**src/rtl/tnoc_vc_packet_buffer.sv**
```systemverilog
// Per-virtual-channel input buffer for the router local port: one FIFO per VC,
// with packet-level availability so the VC arbiter only grants complete or in-flight packets.
module tnoc_vc_packet_buffer #(
    parameter int CHANNELS   = 2,
    parameter int FLIT_WIDTH = 64,
    parameter int DEPTH      = 4,
    localparam int VC_WIDTH  = (CHANNELS > 1) ? $clog2(CHANNELS) : 1,
    localparam int CNT_WIDTH = $clog2(DEPTH + 1),
    localparam int PTR_WIDTH = $clog2(DEPTH)
) (
    input  logic                           clk,
    input  logic                           rst_n,
    input  logic                           i_valid,
    output logic                           o_ready,
    input  logic [VC_WIDTH-1:0]            i_vc,
    input  logic                           i_tail,
    input  logic [FLIT_WIDTH-1:0]          i_flit,
    output logic [CHANNELS-1:0]            o_valid,
    input  logic [CHANNELS-1:0]            i_ready,
    output logic [CHANNELS-1:0]            o_vc_available,
    output logic [CHANNELS-1:0]            o_tail,
    output logic [CHANNELS*FLIT_WIDTH-1:0] o_flit
);

    typedef enum logic {
        VC_IDLE = 1'b0,
        VC_BUSY = 1'b1
    } vc_state_e;

    logic [CHANNELS-1:0] full_s;
    logic                in_range_s;
    logic                sel_full_s;

    // Input acceptance: only a valid VC number whose FIFO has room; independent of pops.
    always_comb begin
        in_range_s = (32'(i_vc) < 32'(CHANNELS));
        sel_full_s = 1'b0;
        for (int v = 0; v < CHANNELS; v++) begin
            sel_full_s = sel_full_s | ((i_vc == VC_WIDTH'(v)) & full_s[v]);
        end
        o_ready = in_range_s & ~sel_full_s;
    end

    for (genvar v = 0; v < CHANNELS; v++) begin : g_vc
        logic [FLIT_WIDTH:0]  mem_q [DEPTH];
        logic [PTR_WIDTH-1:0] wr_ptr_q, wr_ptr_d;
        logic [PTR_WIDTH-1:0] rd_ptr_q, rd_ptr_d;
        logic [CNT_WIDTH-1:0] count_q, count_d;
        logic [CNT_WIDTH-1:0] tail_cnt_q, tail_cnt_d;
        vc_state_e            busy_q, busy_d;
        logic                 push_s, pop_s, head_tail_s;
        logic [FLIT_WIDTH:0]  head_s;

        assign head_s         = mem_q[rd_ptr_q];
        assign head_tail_s    = head_s[FLIT_WIDTH];
        assign full_s[v]      = (count_q == CNT_WIDTH'(DEPTH));
        assign o_valid[v]     = (count_q != {CNT_WIDTH{1'b0}});
        assign o_tail[v]      = head_tail_s;
        assign o_flit[v*FLIT_WIDTH +: FLIT_WIDTH] = head_s[FLIT_WIDTH-1:0];
        assign push_s         = i_valid & o_ready & (i_vc == VC_WIDTH'(v));
        assign pop_s          = o_valid[v] & i_ready[v];
        // A full FIFO without a tail is offered anyway so an over-long packet cannot deadlock.
        assign o_vc_available[v] = o_valid[v] &
            ((tail_cnt_q != {CNT_WIDTH{1'b0}}) | (busy_q == VC_BUSY) | full_s[v]);

        // Next-state for pointers, occupancy, stored-tail count and packet-in-flight state.
        always_comb begin
            wr_ptr_d   = wr_ptr_q;
            rd_ptr_d   = rd_ptr_q;
            count_d    = count_q;
            tail_cnt_d = tail_cnt_q;
            busy_d     = busy_q;
            if (push_s) begin
                wr_ptr_d = (wr_ptr_q == PTR_WIDTH'(DEPTH - 1)) ? {PTR_WIDTH{1'b0}} : wr_ptr_q + 1'b1;
            end else begin
                wr_ptr_d = wr_ptr_q;
            end
            if (pop_s) begin
                rd_ptr_d = (rd_ptr_q == PTR_WIDTH'(DEPTH - 1)) ? {PTR_WIDTH{1'b0}} : rd_ptr_q + 1'b1;
                busy_d   = head_tail_s ? VC_IDLE : VC_BUSY;
            end else begin
                rd_ptr_d = rd_ptr_q;
                busy_d   = busy_q;
            end
            case ({push_s, pop_s})
                2'b10:   count_d = count_q + 1'b1;
                2'b01:   count_d = count_q - 1'b1;
                default: count_d = count_q;
            endcase
            case ({push_s & i_tail, pop_s & head_tail_s})
                2'b10:   tail_cnt_d = tail_cnt_q + 1'b1;
                2'b01:   tail_cnt_d = tail_cnt_q - 1'b1;
                default: tail_cnt_d = tail_cnt_q;
            endcase
        end

        // Control state registers with synchronous active-low reset.
        always_ff @(posedge clk) begin
            if (!rst_n) begin
                wr_ptr_q   <= {PTR_WIDTH{1'b0}};
                rd_ptr_q   <= {PTR_WIDTH{1'b0}};
                count_q    <= {CNT_WIDTH{1'b0}};
                tail_cnt_q <= {CNT_WIDTH{1'b0}};
                busy_q     <= VC_IDLE;
            end else begin
                wr_ptr_q   <= wr_ptr_d;
                rd_ptr_q   <= rd_ptr_d;
                count_q    <= count_d;
                tail_cnt_q <= tail_cnt_d;
                busy_q     <= busy_d;
            end
        end

        // Flit storage; contents are don't-care while empty, so no reset.
        always_ff @(posedge clk) begin
            if (push_s) begin
                mem_q[wr_ptr_q] <= {i_tail, i_flit};
            end
        end
    end

endmodule

```
**config.mk**
```make
export PLATFORM = sky130hd
export DESIGN_NAME = tnoc_vc_packet_buffer
export DESIGN_NICKNAME = d
export VERILOG_FILES = /design/src/rtl/tnoc_vc_packet_buffer.sv
export SDC_FILE = /design/constraint.sdc
export NUM_CORES = 1
export LEC_CHECK = 0
export CAP_MARGIN = 20
export CORE_AREA = 5 5 207 209
export DETAILED_ROUTE_END_ITERATION = 10
export DIE_AREA = 0 0 212 214
export PLACE_DENSITY = 0.74
export SLEW_MARGIN = 15
export SYNTH_ARGS = -nofsm -noshare
export SYNTH_HDL_FRONTEND = slang
export SYNTH_SLANG_ARGS = --single-unit
```
**constraint.sdc**
```tcl
create_clock -name clk -period 3.43 [get_ports clk]
set_input_delay 0.8575 -clock clk [delete_from_list [all_inputs] [get_ports clk]]
set_output_delay 0.8575 -clock clk [all_outputs]
set_load 0.05 [all_outputs]
```
== Word-level counts from Yosys, hierarchy flattened ==
Memory sizes are Yosys's and may differ from the RTL's. A register that Yosys moved wholly into a read port is not among the register bits.
Cells that the tools add are included.
Operators by class
  equal/unequal tests: 14
  mux-type cells: 18
  bitwise operators: 20
  $add $sub $neg: 12
  reduce and logical (&&, ||, !) cells: 8
Operators by type and width (count)
  one-hot mux 3 bit (2 select lines): 4
  == test 2 bit, second input constant: 8
  two-way mux 2 bit: 8
  bitwise AND 1 bit: 13
  adder 3 x 1 -> 3 bit, second input constant: 4
  nonzero test 3 bit: 4
  subtractor 3 x 1 -> 3 bit, second input constant: 4
  adder 2 x 1 -> 2 bit, second input constant: 4
  == test 2 x 1 -> 1 bit, second input constant: 4
  nonzero test 2 bit: 4
  == test 3 bit, second input constant: 2
  two-way mux 1 bit: 6
  OR 1 bit: 5
  NOT 1 bit: 2
Word-level totals
  flip-flop bits (word level): 22
  memories kept: 2
  word-level logic and storage cells: 84
  bits of input ports: 71
  bits in writable memories: 520
Memory list
  g_vc[0].mem_q: words 4, width 65, read ports 1, clocked after Yosys merged registers in 1, write ports 1, line 45  | logic [FLIT_WIDTH:0] mem_q [DEPTH];
  g_vc[1].mem_q: words 4, width 65, read ports 1, clocked after Yosys merged registers in 1, write ports 1, line 45

== Longest topological paths before layout ==
Gate-level depths: netlist (run 1).
  word-level depth: 9
  gate-level depth with buffers: 9
  gate-level depth less buffers: 9

== Worst setup path before layout (run 1) ==
Ideal clock, no wire load.
  path kind: input to register
  from: in i_vc
  to: mem g_vc[0].mem_q[3][0] in the netlist's numbering (enable)
  library setup time: 0.430 ns
  required time: 3.000 ns
  setup slack: 0.187 ns
  data arrival time: 2.813 ns
  stages on the path: 3
  cells stage by stage: nand2b_1 > nor2_1 > and2_1
On the way
  longest elaborated chain between the ends: 8
  elaborated cells on any way between the ends: 9
Ends and longest elaborated chain
  start: declaration: line 15  | input logic [VC_WIDTH-1:0] i_vc,
  NOT 1 bit: line 39, 60
  bitwise AND 1 bit: line 39  | sel_full_s = sel_full_s | ((i_vc == VC_WIDTH'(v)) & full_s[v]);
  OR 1 bit: line 39
  NOT 1 bit: line 41  | o_ready = in_range_s & ~sel_full_s;
  bitwise AND 1 bit: line 60  | assign push_s = i_valid & o_ready & (i_vc == VC_WIDTH'(v));
  bitwise AND 1 bit *: line 60
  two-way mux 1 bit *: line 116  | if (push_s) begin
  two-way mux 1 bit (not written as such) *: line 117  | mem_q[wr_ptr_q] <= {i_tail, i_flit};
  end: declaration: line 45
Every way passes the cells marked *; elsewhere a longest branch is shown, timed or not.

==> results.cfg, run 1 <==
[drt]
ant_nets = 0
drt_iter0_drc = 673
vias = 9175
via_per_inst = 5.50
routedWlPerCell_um = 23.5
drc = 0
routed_wl_mm = 39.3
firstDrtPassIters = 4

[final_layout]
fillers = 2805
area.sequential_um2 = 16200
final_cell_mix = 520 x edfxtp_1, 130 x mux4_2, 86 x clkdlybuf4s50_1
nets = 1181
final_layout_size_suffix_gt1_share_pct = 28.0
area_growth_pct = 22.4
diodes = 0
layout_commonest_cell = edfxtp_1
multi_input_comb_area_um2 = 3740

[global_route]
grt_pass1_wl_mm = 60.5
grt_max_degree = 66
track_usage_pct = 17.5
grt_pass1_vias = 9762
antenna_found_initial = 0
overflow = 0

[sta]
clock.fmax_ghz = 0.300
holdWs_ns = 0.487
setup_ws_ns = 0.0986
tightest_slew_ns = 0.584
final_hold_viol_count = 0
rsz0062_at_grt = no
setup-tns-final_ns = 0
period_minus_slack_ns = 3.33
worst_clock_skew_ns = 0.0112
slew_viol_final = 0
finalSetupViolations = 0
slew-limit-headroom_pct = 61.0
min_period_over_period_pct = 97.1

[yosys]
yosys_warnings = 0
synth_enable_flop_cells = 520
ys_seq_elements = 546
synthArstFlopShare_pct = 0
synth_top_family_by_area = multiplexers
yosys_most_used_dff = edfxtp_1
syn_nets = 922
synth-xor-area-share_pct = 0.348
synth.avg_cell_area_um2 = 24.2
yosys.area_share.simple_pct = 1.38
synth_cells = 833
synth.area.mux_share_pct = 14.6
synth_area_um2 = 20100
synth_adder_area_share_pct = 1.27
synth_compound_area_share_pct = 0.863
ys_seq_area_share_pct = 80.1
netlist-cell-type-count = 30

[pwr]
p_leak_nw = 7.98
max-vdd-ir-drop_mv = 0.617
p_comb_share_pct = 26.6
power_frac_seq_pct = 42.0
switching_share_pct = 31.0
powerDensity_nw_per_um2 = 750
switching_power_mw = 5.72
internal_power_mw = 12.8
p_clk_share_pct = 31.3

[floorplanning]
die_y_um = 214
core-area_um2 = 40600
num_io_pins = 206
start_util_pct = 49.6
die-area_um2 = 45400
fp.dieW_um = 212
num_rows = 74

[flow_run]
drv_cap = 0

[cts]
insertion_delay_ns = 0.59
htree_num_levels = 2
numCtsBuffers = 54
clk_pin_slew_worst_paths_ns = 0.05
cts_tree = yes
cts_buffer_depth = 3
ctsRootBufferMaster = clkbuf_16
cts.sinks = 546

[placed_design]
numPortBuffers = 205
dp_hpwl_mm = 23.3
place_ws_ns = 0.279
gp_congestion = 0.710

[setup_path]
critPathBufInv = 2
worstPathArrival_ns = 2.47
worstSetupPathType = register to output pin
crit_required_ns = 2.57
path_delay_family = buffers and inverters
end_kind = output pin
path_cells = buf_4 -> mux4_2 -> clkdlybuf4s50_1
cp-start-kind = register
crit_fanout = 6
slowest_stage = clkdlybuf4s50_1
critPathMaxStageDelay_ns = 0.72

[outcome]
outcome = finished clean

[min_path]
hold_class = register to register
## state kept, by name, indices dropped and copies added, names as in the netlist, named ones only
| name | cells |
|---|---|
| g_vc.busy_q | 2 |
| g_vc.count_q | 6 |
| g_vc.mem_q | 520 |
| g_vc.rd_ptr_q | 4 |
| g_vc.tail_cnt_q | 6 |
| g_vc.wr_ptr_q | 4 |
## power by group through the flow
| stage | clock (mW) | sequential, mW | combinational (mW) |
|---|---|---|---|
| after floorplan | 0 | 7.83 | 3.66 |
| after global routing | 6.24 | 7.80 | 5.18 |
| after global placement | 0 | 7.90 | 5.10 |
| after CTS | 5.93 | 7.78 | 5.02 |
| after detailed placement | 0 | 7.92 | 5.13 |
| final | 5.80 | 7.77 | 4.92 |
## cells by family after synthesis
family | Yosys count
fa+ha+maj | 18
simple gates | 52
flops | 546
compound gates | 30
mux | 132
buf+inv | 47
xor+xnor | 8
## worst register-to-register path, cell delays in order, from the launching register on
cell	delay, ns
dfxtp_4	0.68
mux4_2	0.44
and2_4	0.19
ha_1	0.21
fa_1	0.39
xnor2_1	0.15
or3_1	0.31
a21oi_1	0.14
## area by class of cell
| type | count | area share, % |
|---|---|---|
| flip-flops and latches | 546 | 65.5 |
| multi-input cells | 240 | 15.2 |
| repair buffers | 232 | 9.20 |
| clock buffers | 66 | 5.75 |
| well taps | 532 | 2.70 |
| clock inverters | 35 | 1.41 |
| inverters | 18 | 0.274 |
## path summary, 6_finish.rpt
check                                                      start                                  to  slack [ns]  cells after the start
worst max-delay path                                    register                         o_flit[104]         0.1                      3
worst min-delay path            g_vc[1].rd_ptr_q[0]$_SDFFE_PN0P_                            register        0.49                      2
worst max register to register                          register  g_vc[0].tail_cnt_q[2]$_SDFFE_PN0P_        0.83                      7
worst min register to register  g_vc[1].rd_ptr_q[0]$_SDFFE_PN0P_                            register        0.49                      2
## synth_stat cells, types with 3 or more instances
cell type | instances | area (um2)
a21oi_1 | 13 | 65.1
clkbuf_1 | 3 | 11.3
inv_1 | 17 | 63.8
nor2_1 | 16 | 60.1
mux4_2 | 130 | 2930
nand2_1 | 9 | 33.8
or3_1 | 8 | 50.1
xor2_1 | 7 | 61.3
o21ai_0 | 10 | 50.1
dfxtp_1 | 26 | 521
fa_1 | 4 | 80.1
edfxtp_1 | 520 | 15600
buf_6 | 12 | 135
buf_2 | 12 | 60.1
ha_1 | 14 | 175
and2_1 | 10 | 62.6
o21a_1 | 4 | 30.0
nor3b_1 | 3 | 22.5
## layer usage
metal	wire length, um	vias to the layer above	GRT usage [%]
met5	0	-	0
met4	780	0	4.92
met3	2570	58	4.07
met2	19200	249	27.8
met1	16700	4847	24.7
li1	-	4021	-
## per-stage QoR
step	cell area, um2	std cells	utilization (%)	total power, mW
finish	24700	1669	60.7	18.5
global route	24700	1669	60.7	19.2
global placement	22900	1568	56.5	13.0
detailed placement	22900	1568	56.5	13.0
floorplan	20100	833	-	11.5
CTS	24700	1669	60.7	18.7
## what timing repair did
| action | in CTS | in global routing |
|---|---|---|
| setup endpoints to repair | 53 | 1 |
| resized for setup | 51 | 1 |
| hold buffers | 0 | 0 |
| setup buffers | 0 | 0 |
Note: power is estimated with default switching activity, not from simulation.
==> run 2, diff against run 1 <==
--- a/config.mk
+++ b/config.mk
@@ -6,9 +6,9 @@
 export NUM_CORES = 1
 export LEC_CHECK = 0
 export CAP_MARGIN = 20
-export CORE_AREA = 5 5 207 209
+export CORE_AREA = 2 2 204 206
 export DETAILED_ROUTE_END_ITERATION = 10
-export DIE_AREA = 0 0 212 214
+export DIE_AREA = 0 0 206 208
 export PLACE_DENSITY = 0.74
 export SLEW_MARGIN = 15
 export SYNTH_ARGS = -nofsm -noshare
==> results.cfg, run 2 (synthesis gave the netlist of run 1 again) <==
[outcome]
outcome = finished clean

[setup_path]
cp-start-kind = register
path_cells = buf_4 -> mux4_2 -> clkdlybuf4s50_1
worstSetupPathType = register to output pin
cp_num_cells = 3
critPathMaxStageDelay_ns = 0.73
crit_fanout = 7
crit_required_ns = 2.57
rrSetupSlack_ns = 0.74
endpoint = o_flit[33]
r2r_end = g_vc[1].tail_cnt_q[2]$_SDFFE_PN0P_
end_kind = output pin
path_delay_family = buffers and inverters
slowest_stage = clkdlybuf4s50_1
worstPathArrival_ns = 2.48
critPathBufInv = 2
r2r_cells = 9

[sta]
worst_clock_skew_ns = 0.0153
clock.fmax_ghz = 0.299
setup-tns-final_ns = 0
final_hold_viol_count = 0
slew-limit-headroom_pct = 60.0
holdWs_ns = 0.479
setup_ws_ns = 0.0877
period_minus_slack_ns = 3.34
tightest_slew_ns = 0.599
slew_viol_final = 0
min_period_over_period_pct = 97.4
rsz0062_at_grt = no
finalSetupViolations = 0

[final_layout]
area_growth_pct = 22.6
reg_top3 = g_vc.mem_q (520), g_vc.count_q (6), g_vc.tail_cnt_q (6)
fillers = 2799
final_layout_size_suffix_gt1_share_pct = 28.3
largest_register = g_vc.mem_q
layout_commonest_cell = edfxtp_1
final_cell_mix = 520 x edfxtp_1, 130 x mux4_2, 112 x clkdlybuf4s50_1
nets = 1183
largest_reg_flops = 520

[floorplanning]
num_rows = 74
die-area_um2 = 42800
fp.dieW_um = 206
core-area_um2 = 40600
die_y_um = 208
start_util_pct = 49.7
num_io_pins = 206

[pwr]
switching_power_mw = 5.72
p_comb_share_pct = 27.8
powerDensity_nw_per_um2 = 742
p_clk_share_pct = 29.9
power_frac_seq_pct = 42.3
max-vdd-ir-drop_mv = 0.545
switching_share_pct = 31.2
internal_power_mw = 12.6
p_leak_nw = 8.01

[drt]
ant_nets = 0
drt_iter0_drc = 676
firstDrtPassIters = 4
drc = 0
via_per_inst = 5.60
routed_wl_mm = 41.0
routedWlPerCell_um = 24.5
vias = 9359

[global_route]
grt_pass1_vias = 9854
antenna_found_initial = 2
track_usage_pct = 19.6
grt_pass1_wl_mm = 61.2
grt_max_degree = 66
overflow = 0

[placed_design]
gp_congestion = 0.710
place_ws_ns = 0.280
numPortBuffers = 205
dp_hpwl_mm = 23.9

[cts]
ctsRootBufferMaster = clkbuf_16
clk_pin_slew_worst_paths_ns = 0.06
cts_tree = yes
cts.sinks = 546
htree_num_levels = 2
numCtsBuffers = 52
cts_buffer_depth = 3
insertion_delay_ns = 0.59
hold_buffers = 0

[flow_run]
drv_cap = 0

[min_path]
hold_class = register to register
run 2: timing repair:
item                       4_1_cts  5_1_grt
setup buffers                    0        0
setup endpoints to repair       42       25
pin swaps                        0        0
gates resized for setup         12       12
run 2: layout make-up:
type	instances	area (um2)	area share, %
repair buffers	236	2420	9.79
clock buffers	70	1460	5.92
flip-flops and latches	546	16200	65.4
clock inverters	27	190	0.770
multi-input cells	240	3740	15.2
diodes	1	2.50	0.0101
inverters	18	67.6	0.274
well taps	532	666	2.69
run 2: worst reg2reg max path: stages, from the launching register on:
cell and delay, ns:
dfxtp_4 0.37, buf_12 0.36, mux4_2 0.64, and2_1 0.20, ha_1 0.21, inv_1 0.08
fa_1 0.19, xor2_1 0.08, or3_1 0.33, a21oi_1 0.14
run 2: worst min path at each step:
stage                                           from        to  cells after the start
floorplan           g_vc[1].rd_ptr_q[1]$_SDFFE_PN0P_  register                      2
global placement    g_vc[1].rd_ptr_q[1]$_SDFFE_PN0P_  register                      2
detailed placement  g_vc[0].rd_ptr_q[1]$_SDFFE_PN0P_  register                      2
CTS                 g_vc[1].rd_ptr_q[1]$_SDFFE_PN0P_  register                      2
global route        g_vc[1].rd_ptr_q[1]$_SDFFE_PN0P_  register                      2
finish              g_vc[0].rd_ptr_q[1]$_SDFFE_PN0P_  register                      2
run 2: per-stage QoR:
stage	area [um2]	std cells	util (%)	power (mW)
after CTS	24700	1670	60.8	18.6
after detailed placement	23000	1573	56.8	13.1
final	24700	1670	60.9	18.3
after global placement	23000	1573	56.8	13.0
after floorplan	20100	833	-	11.5
after global routing	24700	1670	60.9	19.0
run 2: routing by layer:
layer  routed length [um]  global-route usage [%]  vias to the layer above
li1                     -                       -                     4032
met1                17100                    27.4                     4988
met2                20300                    31.0                      283
met3                 2780                    4.84                       56
met4                  830                    5.22                        0
met5                    0                       0                        -
run 2: power groups by stage:
stage | clock, mW | combinational (mW) | sequential, mW
2_1_floorplan | 0 | 3.66 | 7.83
3_3_place_gp | 0 | 5.17 | 7.88
3_5_place_dp | 0 | 5.20 | 7.89
4_1_cts | 5.61 | 5.19 | 7.76
5_1_grt | 5.85 | 5.35 | 7.78
6_report | 5.49 | 5.09 | 7.75
==> RTL edit 1 (config.mk and constraints of run 1) <==
Reset style: asynchronous (`rst_n`), changed in one clocked block. Comments in the files are not updated.
--- a/src/rtl/tnoc_vc_packet_buffer.sv
+++ b/src/rtl/tnoc_vc_packet_buffer.sv
@@ -97,3 +97,3 @@
         // Control state registers with synchronous active-low reset.
-        always_ff @(posedge clk) begin
+        always_ff @(posedge clk or negedge rst_n) begin
             if (!rst_n) begin
Function: differs if rst_n is asserted again (counterexample within 4 cycles, from zero or initial values and one cycle with rst_n low); with rst_n held inactive, the same outputs for 4 cycles.
==> RTL edit 1 against run 1 <==
  * Sequential power rose by 10%
  * Global-route usage rose by 0.53 points
  * Synthesized cell count fell by 3.6%
  * Synthesized area fell by 0.49%
  * Hold slack got worse by 24 ps
  * Design area fell by 0.27%
  * Final cell count fell by 1.3%
  * Setup slack got worse by 3.3 ps
  * Via count fell by 1.7%
  * Power rose by 24%
  * Wire length rose by 3.2%
  * Sequential cell count fell by 4
==> RTL edit 1: results (changes against run 1) <==
metric,value,unit,change
fin_skew,12.1,ps,was 11.2 ps
synth-xor-area-share,0.00524,,was 0.00348
drive_gt1_frac,0.295,,was 0.280
hold_path.class,reg2reg,,unchanged
grt_pass1_vias,9670,,was 9762
grt_max_degree,43,,was 66
tightest_slew,636,ps,was 584 ps
ys_types,32,,was 30
clock_latency,580,ps,
rr_worst_depth,10,,was 7
die_x,212,um,unchanged
ir_worst_vdd,0.000708,V,was 0.000617 V
status,"finished, final reports clean",,unchanged
placed_cell_area,0.0230,mm2,was 0.0229 mm2
antennaDiodeCount,0,,unchanged
p_leak,8.21,nW,was 7.98 nW
firstDrtPassIters,5,,was 4
start_util,0.493,,was 0.496
crit_fanout,11,,was 6
via_per_inst,5.48,,was 5.50
nets,1160,,was 1181
cts_made_buffers,53,,was 54
wire_per_inst,24.6,um,was 23.5 um
syn-num-nets,892,,was 922
dp_hpwl,24.3,mm,was 23.3 mm
grt_pass1_wl,61.2,mm,was 60.5 mm
yosys_warnings,0,,unchanged
clk_path_buf_depth,3,,unchanged
drtIter0Drc,462,,was 673
synth-compound-area-share,0.00212,,was 0.00863
synth_mux_area_frac,0.153,,was 0.146
whs_path_depth,1,,was 2
globalplace.congestion,0.725,,was 0.710
grt_use_total,0.180,,was 0.175
netlist_top_cells_area,"edfxtp_1, mux4_2, dfrtp_1",,"was edfxtp_1, mux4_2, dfxtp_1"
synth_common_cells,"edfxtp_1, mux4_2, dfrtp_1",,"was edfxtp_1, mux4_2, dfxtp_1"
critPathArrivalTime,2480,ps,
async_flop_share,0.0406,,was 0
htree_levels,2,,unchanged
reg_top3,"g_vc.mem_q: 520 flops, g_vc.count_q: 6 flops, g_vc.tail_cnt_q: 6 flops",,unchanged
yosysSeqAreaShare,0.806,,was 0.801
synthAdderAreaFrac,0.0127,,about the same
antenna_found_initial,1,,was 0
path_clk_slew,60,ps,
RTL edit 1: cell count changes after synthesis, sizes merged, moves of 4 or more:
cell	delta
mux2	+8
nor3b	-4
dfrtp	+22
nand2	-6
or3	-6
o21ai	-9
dfxtp	-26
a21oi	-12
clkbuf	+4
RTL edit 1: worst paths after layout:
kind	start	end	slack (ps)
max	g_vc[1].rd_ptr_q[0]$_DFFE_PN0P_	o_flit[66]	100
min	g_vc[1].tail_cnt_q[2]$_DFFE_PN0P_	g_vc[1].tail_cnt_q[2]$_DFFE_PN0P_	460
max reg2reg	g_vc[1].rd_ptr_q[0]$_DFFE_PN0P_	g_vc[1].tail_cnt_q[2]$_DFFE_PN0P_	700
min reg2reg	g_vc[1].tail_cnt_q[2]$_DFFE_PN0P_	g_vc[1].tail_cnt_q[2]$_DFFE_PN0P_	460
max in group asynchronous	rst_n	g_vc[0].count_q[1]$_DFFE_PN0P_	2170
min in group asynchronous	rst_n	g_vc[0].rd_ptr_q[0]$_DFFE_PN0P_	670
RTL edit 1: worst max-delay path, cell delays in order, from the launching register on:
cell and delay, ps:
dfrtp_4 560, mux4_2 590, clkdlybuf4s50_1 740
RTL edit 1: kinds of logic after synthesis:
family / count (synthesis)
flip-flops: 542
multiplexers: 142
buffers and inverters: 49
AND/OR/NAND/NOR: 34
adder cells (fa/ha/maj): 18
XOR/XNOR: 12
AO/OA/AOI/OAI: 6
RTL edit 1: cell type report:
| cell class | instances | area (um2) |
|---|---|---|
| flip-flops and latches | 542 | 16200 |
| fillers | 2809 | 16100 |
| multi-input cells | 212 | 3660 |
| repair buffers | 244 | 2400 |
| clock buffers | 65 | 1390 |
| well taps | 532 | 666 |
| clock inverters | 34 | 224 |
| inverters | 18 | 67.6 |
RTL edit 1: per-layer routing:
metal / GRT usage / share of wire / vias up
li1: - / - / 3930
met1: 0.243 / 0.41 / 4787
met2: 0.300 / 0.51 / 254
met3: 0.0405 / 0.066 / 50
met4: 0.0492 / 0.017 / 2
met5: 0 / 0.00032 / -
RTL edit 1: where the power goes:
group          total [mW]  switching (mW)  leakage [nW]  internal (mW)
clock network        5.37            2.34         0.781           3.03
logic                9.08            5.83          2.45           3.25
registers            8.55           0.432          4.97           8.12
RTL edit 1: per-stage QoR:
stage	power (mW)	std cells	setup WS, ps
after global placement	18.0	1542	412
after CTS	23.3	1648	34.0
after global routing	24.0	1647	13.2
after floorplan	15.0	803	172
final	23.0	1647	95.3
after detailed placement	18.1	1542	399
RTL edit 1: timing repair:
item                                    in CTS  in global routing
resized for setup                           56                  0
endpoints found under the setup margin      74                  3
buffers inserted                             7                  0
hold buffers                                 0                  0
==> RTL edit 2 (flow settings as in run 1) <==
Made on the original files. Change the parameter `DEPTH` from 4 to 2.
--- a/src/rtl/tnoc_vc_packet_buffer.sv
+++ b/src/rtl/tnoc_vc_packet_buffer.sv
@@ -5,3 +5,3 @@
     parameter int FLIT_WIDTH = 64,
-    parameter int DEPTH      = 4,
+    parameter int DEPTH      = 2,
     localparam int VC_WIDTH  = (CHANNELS > 1) ? $clog2(CHANNELS) : 1,
Function: changed (a bounded check fails within 4 cycles, from zero or initial values and one cycle with rst_n low).
==> RTL edit 2 against run 1 <==
  * Synthesized area shrank 50%
  * Power fell by 39%
  * Design area is 43% lower
  * Sequential share of layout area shrank 7.3 points
  * Sequential cell count shrank 270
  * Setup slack improved by 21 ps
  * Wire length decreased by 42%
  * Critical endpoint is now o_flit[44]
  * Clock power decreased by 41%
  * Highest routed layer unchanged
==> RTL edit 2: results (changes against run 1) <==
metric,value,unit,change
grtUsageMet3,0.0252,,was 0.0407
final_area,0.0140,mm2,was 0.0247 mm2
grt_use_total,0.0968,,was 0.175
netlist_top_cells_area,"edfxtp_1, mux2_2, dfxtp_1",,"was edfxtp_1, mux4_2, dfxtp_1"
wl,22.6,mm,was 39.3 mm
pg_clk,3.41,mW,was 5.80 mW
met3_length,1.46,mm,was 2.57 mm
fin_skew,15.5,ps,was 11.2 ps
critPathArrivalTime,2450,ps,was 2470 ps
synth_common_cells,"edfxtp_1, mux2_2, dfxtp_1",,"was edfxtp_1, mux4_2, dfxtp_1"
cts_made_buffers,29,,was 54
comb-power,3.82,mW,was 4.92 mW
synth-edff-count,260,,was 520
clock_latency,550,ps,was 590 ps
power_switching_share,0.339,,was 0.310
slew_headroom,0.585,,was 0.610
p_leak,4.62,nW,was 7.98 nW
dr_wl_met2,11.1,mm,was 19.2 mm
htree_levels,1,,was 2
synth_area_per_cell,20.4,um2,was 24.2 um2
ys_ff_latch,276,,was 546
syn-num-nets,572,,was 922
ys_types,20,,was 30
reg_top3,"g_vc.mem_q: 260 flops, g_vc.count_q: 4 flops, g_vc.tail_cnt_q: 4 flops",,"was g_vc.mem_q: 520 flops, g_vc.count_q: 6 flops, g_vc.tail_cnt_q: 6 flops"
grt_use_met2,0.166,,was 0.278
placed_cell_area,0.0129,mm2,was 0.0229 mm2
wl_met1,9.57,mm,was 16.7 mm
endpoint,o_flit[44],,was o_flit[104]
globalplace.congestion,0.677,,was 0.710
yosysSeqAreaShare,0.804,,was 0.801
dp_hpwl,14.7,mm,was 23.3 mm
signal_buffers,217,,was 232
layout.nonclk_buf_frac,0.159,,was 0.0920
r2r_setup_slack,1280,ps,was 830 ps
nClkBuffers,34,,was 66
rr_worst_depth,6,,was 7
regArea,0.00814,mm2,was 0.0162 mm2
r2r_end,g_vc[0].tail_cnt_q[1]$_SDFFE_PN0P_,,was g_vc[0].tail_cnt_q[2]$_SDFFE_PN0P_
grt_pass1_wl,34.3,mm,was 60.5 mm
drive_gt1_frac,0.262,,was 0.280
nets,805,,was 1181
cts_hold_buf,0,,unchanged
multiInputGateArea,0.00188,mm2,was 0.00374 mm2
die_x,212,um,unchanged
nFillCells,3801,,was 2805
via_count,5208,,was 9175
via_per_inst,4.06,,was 5.50
crit_fanout,18,,was 6
grt_use_met1,0.121,,was 0.247
crit_path_max_incr_delay,730,ps,
status,"finished, final reports clean",,unchanged
clockNetworkAreaShare,0.0751,,was 0.0716
grt_pass1_vias,5646,,was 9762
hp-start,g_vc[0].wr_ptr_q$_SDFFE_PN0N_,,was g_vc[1].rd_ptr_q[0]$_SDFFE_PN0P_
drtIter0Drc,171,,was 673
n_all_inverters,11,,was 18
grt_max_degree,35,,was 66
ir_worst_vdd,0.000398,V,was 0.000617 V
numPlacedInstances,1231,,was 1568
[RTL edit 2: kinds of logic (layout without fill, tap and decap cells)]
logic type,after synthesis,in the layout,synth area share
multiplexers,132,132,0.146
buffers and inverters,26,281,0.0114
AO/OA/AOI/OAI,17,17,0.00965
adder cells (fa/ha/maj),4,4,0.00495
XOR/XNOR,10,10,0.00866
flip-flops,276,276,0.804
AND/OR/NAND/NOR,32,32,0.0153
[RTL edit 2: worst register-to-register path, cell delays in order, from the launching register on]
cell and delay [ps]:
dfxtp_4 510, buf_12 280, mux2i_1 340, nor2_1 80, ha_1 350, or3_1 350
a21oi_1 150
[RTL edit 2: stage by stage]
step                      hold WS (ps)  worst slack (ps)  total power, mW
after global placement             469               576             7.98
final                              494               120             11.3
after detailed placement           491               580             8.02
after global routing               535              1.09             11.7
after CTS                          500              25.6             11.5
after floorplan                    458               296             6.70
[RTL edit 2: repair_timing]
item,in CTS,in global routing
endpoints found under the setup margin,3,2
resized for setup,3,2
gates cloned,0,0
